<file path="src/rtl/i2s_master_core.sv">
// I2S clock-master transceiver core.
// Generates SCK/WS from clk_i through a programmable divider, serialises TX stream words onto
// i2s_sd_o and assembles i2s_sd_i into RX stream words. One word per WS half-frame; left first.
// Ports:
//   clk_i, rst_n_i           system clock, asynchronous active-low reset
//   en_i, div_i, lsb_i       run request, SCK half-period minus 1, bit order (1 = LSB first)
//   busy_o                   high while running
//   tx_valid_i/tx_ready_o/tx_data_i           TX sample stream (L, R, L, ...)
//   rx_valid_o/rx_ready_i/rx_data_o/rx_ch_o   RX sample stream and its channel (0 = left)
//   tx_udf_o, rx_ovf_o       one-cycle underrun / overflow pulses
//   i2s_sck_o, i2s_ws_o, i2s_sd_o, i2s_sd_i   I2S bus
`ifndef I2S_DATA_WIDTH
`define I2S_DATA_WIDTH 16
`endif

module i2s_master_core #(
  parameter int unsigned DATA_WIDTH = `I2S_DATA_WIDTH,
  parameter int unsigned DIV_WIDTH  = 16
) (
  input  logic                  clk_i,
  input  logic                  rst_n_i,
  input  logic                  en_i,
  input  logic [DIV_WIDTH-1:0]  div_i,
  input  logic                  lsb_i,
  output logic                  busy_o,
  input  logic                  tx_valid_i,
  output logic                  tx_ready_o,
  input  logic [DATA_WIDTH-1:0] tx_data_i,
  output logic                  rx_valid_o,
  input  logic                  rx_ready_i,
  output logic [DATA_WIDTH-1:0] rx_data_o,
  output logic                  rx_ch_o,
  output logic                  tx_udf_o,
  output logic                  rx_ovf_o,
  output logic                  i2s_sck_o,
  output logic                  i2s_ws_o,
  output logic                  i2s_sd_o,
  input  logic                  i2s_sd_i
);

  localparam int unsigned BitW = (DATA_WIDTH > 1) ? $clog2(DATA_WIDTH) : 1;
  localparam logic [BitW-1:0] LastBit = BitW'(DATA_WIDTH - 1);

  typedef enum logic {StIdle, StRun} state_e;

  state_e                state_q, state_d;
  logic [DIV_WIDTH-1:0]  div_q, div_d, cnt_q, cnt_d;
  logic                  sck_q, sck_d, ws_q, ws_d, sd_q, sd_d;
  logic [BitW-1:0]       bit_q, bit_d;       // slot driven at the next fall tick
  logic [BitW-1:0]       last_k_q, last_k_d; // slot sampled at the next rise tick
  logic                  lead_q, lead_d;     // lead-in period: no sampling, no frame exit
  logic                  lsb_q, lsb_d, word_ch_q, word_ch_d;
  logic [DATA_WIDTH-1:0] tx_word_q, tx_word_d, hold_q, hold_d;
  logic                  hold_full_q, hold_full_d;
  logic [DATA_WIDTH-1:0] rx_shift_q, rx_shift_d, rx_data_q, rx_data_d;
  logic                  rx_valid_q, rx_valid_d, rx_ch_q, rx_ch_d;
  logic                  udf_q, udf_d, ovf_q, ovf_d;

  logic                  tick, rise, fall, word_start, stop, load_ok, accept, rx_done;
  logic                  cur_lsb;
  logic [DATA_WIDTH-1:0] cur_word;
  logic [BitW-1:0]       tx_idx, rx_idx;

  assign tick       = (state_q == StRun) && (cnt_q == div_q);
  assign rise       = tick && !sck_q;
  assign fall       = tick && sck_q;
  assign word_start = fall && (bit_q == '0);
  // Frame boundary: start of a left word, but never the first word after lead-in.
  assign stop       = word_start && !ws_q && !lead_q && !en_i;
  assign load_ok    = word_start && !stop;
  assign accept     = tx_valid_i && !hold_full_q;

  // Word-start slot uses the value being loaded this cycle, not the stale shift word.
  assign cur_word = word_start ? (hold_full_q ? hold_q : '0) : tx_word_q;
  assign cur_lsb  = word_start ? lsb_i : lsb_q;
  assign tx_idx   = cur_lsb ? bit_q : (LastBit - bit_q);
  assign rx_idx   = lsb_q ? last_k_q : (LastBit - last_k_q);

  // FSM state register
  always_ff @(posedge clk_i or negedge rst_n_i) begin
    if (!rst_n_i) begin
      state_q <= StIdle;
    end else begin
      state_q <= state_d;
    end
  end

  // FSM next state
  always_comb begin
    state_d = state_q;
    unique case (state_q)
      StIdle: if (en_i) state_d = StRun;
      StRun:  if (stop) state_d = StIdle;
    endcase
  end

  // FSM / bus outputs
  always_comb begin
    busy_o     = (state_q == StRun);
    tx_ready_o = !hold_full_q;
    rx_valid_o = rx_valid_q;
    rx_data_o  = rx_data_q;
    rx_ch_o    = rx_ch_q;
    tx_udf_o   = udf_q;
    rx_ovf_o   = ovf_q;
    i2s_sck_o  = sck_q;
    i2s_ws_o   = ws_q;
    i2s_sd_o   = sd_q;
  end

  // Datapath next state
  always_comb begin
    div_d       = div_q;
    cnt_d       = cnt_q;
    sck_d       = sck_q;
    ws_d        = ws_q;
    sd_d        = sd_q;
    bit_d       = bit_q;
    last_k_d    = last_k_q;
    lead_d      = lead_q;
    lsb_d       = lsb_q;
    word_ch_d   = word_ch_q;
    tx_word_d   = tx_word_q;
    rx_shift_d  = rx_shift_q;
    rx_done     = 1'b0;

    if ((state_q == StIdle) && en_i) begin
      div_d  = div_i;
      cnt_d  = '0;
      sck_d  = 1'b0;
      ws_d   = 1'b0;
      sd_d   = 1'b0;
      bit_d  = '0;
      lead_d = 1'b1;
    end else if (state_q == StRun) begin
      cnt_d = tick ? '0 : cnt_q + DIV_WIDTH'(1);
      if (tick) sck_d = ~sck_q;
      if (stop) begin
        sd_d = 1'b0;
      end else if (fall) begin
        if (word_start) begin
          tx_word_d = cur_word;
          lsb_d     = lsb_i;
          word_ch_d = ws_q;
          lead_d    = 1'b0;
        end
        sd_d     = cur_word[tx_idx];
        last_k_d = bit_q;
        if (bit_q == LastBit) begin
          bit_d = '0;
          ws_d  = ~ws_q;  // WS leads the next word by one SCK
        end else begin
          bit_d = bit_q + BitW'(1);
        end
      end
      if (rise && !lead_q) begin
        rx_shift_d[rx_idx] = i2s_sd_i;
        rx_done            = (last_k_q == LastBit);
      end
    end

    // TX holding register: accept only when empty, so accept and load never collide.
    hold_d      = accept ? tx_data_i : hold_q;
    hold_full_d = hold_full_q;
    if (accept) begin
      hold_full_d = 1'b1;
    end else if (load_ok && hold_full_q) begin
      hold_full_d = 1'b0;
    end
    udf_d = load_ok && !hold_full_q;

    // RX output register
    rx_data_d  = rx_data_q;
    rx_ch_d    = rx_ch_q;
    rx_valid_d = rx_valid_q;
    ovf_d      = 1'b0;
    if (rx_done) begin
      if (!rx_valid_q || rx_ready_i) begin
        rx_data_d  = rx_shift_d;
        rx_ch_d    = word_ch_q;
        rx_valid_d = 1'b1;
      end else begin
        ovf_d = 1'b1;
      end
    end else if (rx_valid_q && rx_ready_i) begin
      rx_valid_d = 1'b0;
    end
  end

  // Datapath registers
  always_ff @(posedge clk_i or negedge rst_n_i) begin
    if (!rst_n_i) begin
      div_q       <= '0;
      cnt_q       <= '0;
      sck_q       <= 1'b0;
      ws_q        <= 1'b0;
      sd_q        <= 1'b0;
      bit_q       <= '0;
      last_k_q    <= '0;
      lead_q      <= 1'b0;
      lsb_q       <= 1'b0;
      word_ch_q   <= 1'b0;
      tx_word_q   <= '0;
      hold_q      <= '0;
      hold_full_q <= 1'b0;
      rx_shift_q  <= '0;
      rx_data_q   <= '0;
      rx_valid_q  <= 1'b0;
      rx_ch_q     <= 1'b0;
      udf_q       <= 1'b0;
      ovf_q       <= 1'b0;
    end else begin
      div_q       <= div_d;
      cnt_q       <= cnt_d;
      sck_q       <= sck_d;
      ws_q        <= ws_d;
      sd_q        <= sd_d;
      bit_q       <= bit_d;
      last_k_q    <= last_k_d;
      lead_q      <= lead_d;
      lsb_q       <= lsb_d;
      word_ch_q   <= word_ch_d;
      tx_word_q   <= tx_word_d;
      hold_q      <= hold_d;
      hold_full_q <= hold_full_d;
      rx_shift_q  <= rx_shift_d;
      rx_data_q   <= rx_data_d;
      rx_valid_q  <= rx_valid_d;
      rx_ch_q     <= rx_ch_d;
      udf_q       <= udf_d;
      ovf_q       <= ovf_d;
    end
  end

endmodule

</file>
<file path="config.mk">
export PLATFORM = sky130hd
export DESIGN_NAME = i2s_master_core
export DESIGN_NICKNAME = d
export VERILOG_FILES = /design/src/rtl/i2s_master_core.sv
export SDC_FILE = /design/constraint.sdc
export NUM_CORES = 1
export LEC_CHECK = 0
export ABC_AREA = 0
export ABC_CLOCK_PERIOD_IN_PS = 2860
export BUFFER_PORTS_ARGS = -buffer_cell sky130_fd_sc_hd__buf_2
export CORE_UTILIZATION = 53
export DETAILED_ROUTE_END_ITERATION = 6
export PLACE_DENSITY = 0.76
export SYNTH_ARGS = -nofsm -noshare
export SYNTH_HDL_FRONTEND = slang
export SYNTH_SLANG_ARGS = --single-unit
</file>
<file path="constraint.sdc">
create_clock -name clk_i -period 2.86 [get_ports clk_i]
set_input_delay 0.286 -clock clk_i [delete_from_list [all_inputs] [get_ports clk_i]]
set_output_delay 0.286 -clock clk_i [all_outputs]
set_load 0.02 [all_outputs]
</file>
==> impl_metrics.csv <==
group,metric,value,unit
route,drc,0,
power,power_leakage,3.466,nW
route,drt-vias-per-instance,5.508,
placement,hpwlAfterDp,8.606,mm
floorplan,initial_core_util,54.53,%
floorplan,core_area,10320,sq um
sta,fin_ws,-0.07458,ns
floorplan,num_rows,37,
sta,setup_viol,1,
setup_path,arrival,3.37,ns
route,drtIter0Drc,217,
final_layout,nNetsFinal,733,
logic_synthesis,async_flop_share,100.0,%
grt,grt_pass1_wl,22.00,mm
final_layout,layout-drive-gt1-share,28.31,%
clocking,htree_num_levels,4,
route,wl_per_cell,15.51,um
power,power,0.004685,W
worst_hold_path,min_path_type,"input port to register",
floorplan,io_pins,64,
logic_synthesis,ys.flop_type,"dfrtp_1",
logic_synthesis,avgSynthCellArea,9.790,sq um
sta,slew_headroom,52.38,%
sta,tightest_slew,0.7143,ns
grt,grt_max_degree,71,
status,failed_checks,"setup timing",
route,drt_pass1_iterations,6,
final_layout,fillerInstances,758,
grt,overflow,0,
logic_synthesis,synth_edf_count,0,
logic_synthesis,yosysWarningCount,0,
sta,hold_ws,0.06609,ns
placement,gp_congestion,0.8798,
sta,slew_violations,0,
clocking,ctsRootBufferMaster,"clkbuf_8",
clocking,clock-sinks,116,
logic_synthesis,synthesis.area,5629,sq um
placement,dp_slack,-0.1730,ns
setup_path,path_max_fanout,4,
final_layout,antennaDiodeCount,0,
sta,rsz0062_at_grt,"yes",
placement,io_buffers,63,
grt,antenna_found_initial,0,
clocking,clkTransAtPathRegs,0.05,ns
power,irDropWorstVdd,0.0004481,V
route,postRouteAntennaNets,0,
flow_run,drv_cap,0,
final_layout,final_util,69.85,%
sta,skew,0.01003,ns
setup_path,start_kind,"register",
sta,fin_crit,2.935,ns
route,vias,4621,
logic_synthesis,synth_cell_types,53,
final_layout,layout_common_cells,"nand2_1 (126), dfrtp_1 (116), buf_2 (62)",
status,status,"complete, but fails checks",
floorplan,die_y,105.1,um
floorplan,die_area,11040,sq um
logic_synthesis,synth_fp_nets,617,
logic_synthesis,synth-seq-cells,116,
setup_path,critPathKind,"register to register",
clocking,worstSkewPairLatency,0.53,ns
floorplan,fp.dieW,105.1,um
route,wl,13.01,mm
grt,grt_pass1_vias,4732,
final_layout,syn_to_final_growth,28.10,%
clocking,max-clock-path-buffers,2,
power,power_density,649.8,nW/um^2
sta,fmax,0.3408,GHz
setup_path,cp.required,3.30,ns
grt,grt_use_total,25.52,%
logic_synthesis,synth_cells,575,
final_layout,final_common_cell,"nand2_1",
logic_synthesis,ys_seq_area_share,51.57,%
sta,finalHoldViolations,0,
clocking,cts_buffers,17,
setup_path,cp-end-kind,"register",
sta,finalCritPeriodShare,102.6,%
clocking,tritoncts,"done",
[sequential cells by signal (all words and copies together), names as in the netlist, 4 cells and up]
signal and count:
hold_q 16, bit_q 4, last_k_q 4, cnt_q 16
rx_shift_q 16, tx_word_q 16, div_q 16, rx_data_o 16
[metrics by stage]
step	setup TNS [ns]	area, sq um	instances
6_report	-0.07458	7211	839
5_1_grt	-0.2813	7211	839
4_1_cts	-0.02878	7156	837
3_5_place_dp	-0.9043	6248	773
3_3_place_gp	-0.02810	6248	773
2_1_floorplan	0	5629	575
[critical path: stages (launching register included)]
cell      delay [ns]
dfrtp_1         0.44
xor2_1          0.21
nor4_2          0.31
buf_4           0.17
nand3b_1        0.11
or3_4           0.46
mux2_2          0.31
mux2i_1         0.15
o211a_2         0.13
or4_1           0.39
a22oi_1         0.17
[routing by layer]
metal / vias up / global-route usage [%] / wire [um]
met2: 131 / 41.96 / 6374
met3: 41 / 5.552 / 582
met4: 0 / 13.08 / 470
met5: - / 0 / 0
li1: 2208 / - / -
met1: 2241 / 31.73 / 5581
[cell type report]
type | count | area (sq um) | area share, %
repair buffers | 131 | 939.7 | 13.03
clock buffers | 23 | 486.7 | 6.750
inverters | 7 | 26.28 | 0.3644
well taps | 136 | 170.2 | 2.360
multi-input cells | 418 | 2610 | 36.20
clock inverters | 8 | 75.07 | 1.041
flip-flops and latches | 116 | 2903 | 40.26
[synthesized netlist by cell type (2+ instances only)]
cell	number	area, sq um
a211oi_1	4	30.03
nand4_1	3	18.77
or2_2	2	12.51
and2_0	3	18.77
mux2i_1	7	70.07
o21a_1	2	15.01
o31ai_1	6	45.04
mux2_2	54	608.1
nand2b_1	6	37.54
nor3_1	4	20.02
and3b_1	4	35.03
o211ai_1	5	37.54
nor2b_1	3	18.77
a21boi_0	2	15.01
nor4_1	3	18.77
a21oi_1	12	60.06
or4_1	2	15.01
dfrtp_1	116	2903
nand2_1	127	476.7
and2_1	7	43.79
o21ai_0	54	270.3
buf_2	2	10.01
xnor2_1	10	87.58
clkinv_1	2	7.510
a22oi_1	3	22.52
xor2_1	6	52.55
a311oi_1	2	17.52
clkbuf_1	29	108.9
nor2_1	38	142.6
nor3b_1	4	30.03
a31oi_1	3	18.77
inv_1	5	18.77
or3_1	2	12.51
and3_1	13	81.33
ha_1	3	37.54
nand3_1	10	50.05
[final timing paths]
path / from / endpoint / slack, ns / cells past startpoint
hold reg to reg: word_ch_q / word_ch_q / 0.48 / 2
setup / recovery: cnt_q[12] / i2s_sd_o / -0.07 / 10
setup reg to reg: cnt_q[12] / i2s_sd_o / -0.07 / 10
max in group asynchronous: rst_n_i / div_q[6] / 1.76 / 3
min in group asynchronous: rst_n_i / rx_data_o[5] / 0.31 / 2
hold / removal: rx_ready_i / rx_ovf_o / 0.07 / 3
[report_power, final]
group | switching [W] | internal [W] | leakage, nW
Sequential | 0.000155 | 0.00185 | 1.51
Clock | 0.000710 | 0.00125 | 0.268
Combinational | 0.000345 | 0.000373 | 1.68
Total | 0.00121 | 0.00347 | 3.47
[logic make-up after synthesis]
logic type	Yosys count	synth area share, %
AO/OA/AOI/OAI	102	10.89
XOR/XNOR	16	2.489
adder cells (fa/ha/maj)	3	0.6669
buffers and inverters	41	2.978
flip-flops	116	51.57
multiplexers	62	12.45
AND/OR/NAND/NOR	235	18.96
[repair_timing]
| item | in CTS | in global routing |
|---|---|---|
| endpoints found under the setup margin | 15 | 17 |
| setup buffers | 0 | 2 |
| gates resized for setup | 6 | 11 |
| hold buffers | 33 | 0 |
| pin swaps | 3 | 8 |
| hold endpoints to repair | 78 | 0 |
Note: power is estimated with default switching activity, not from simulation.
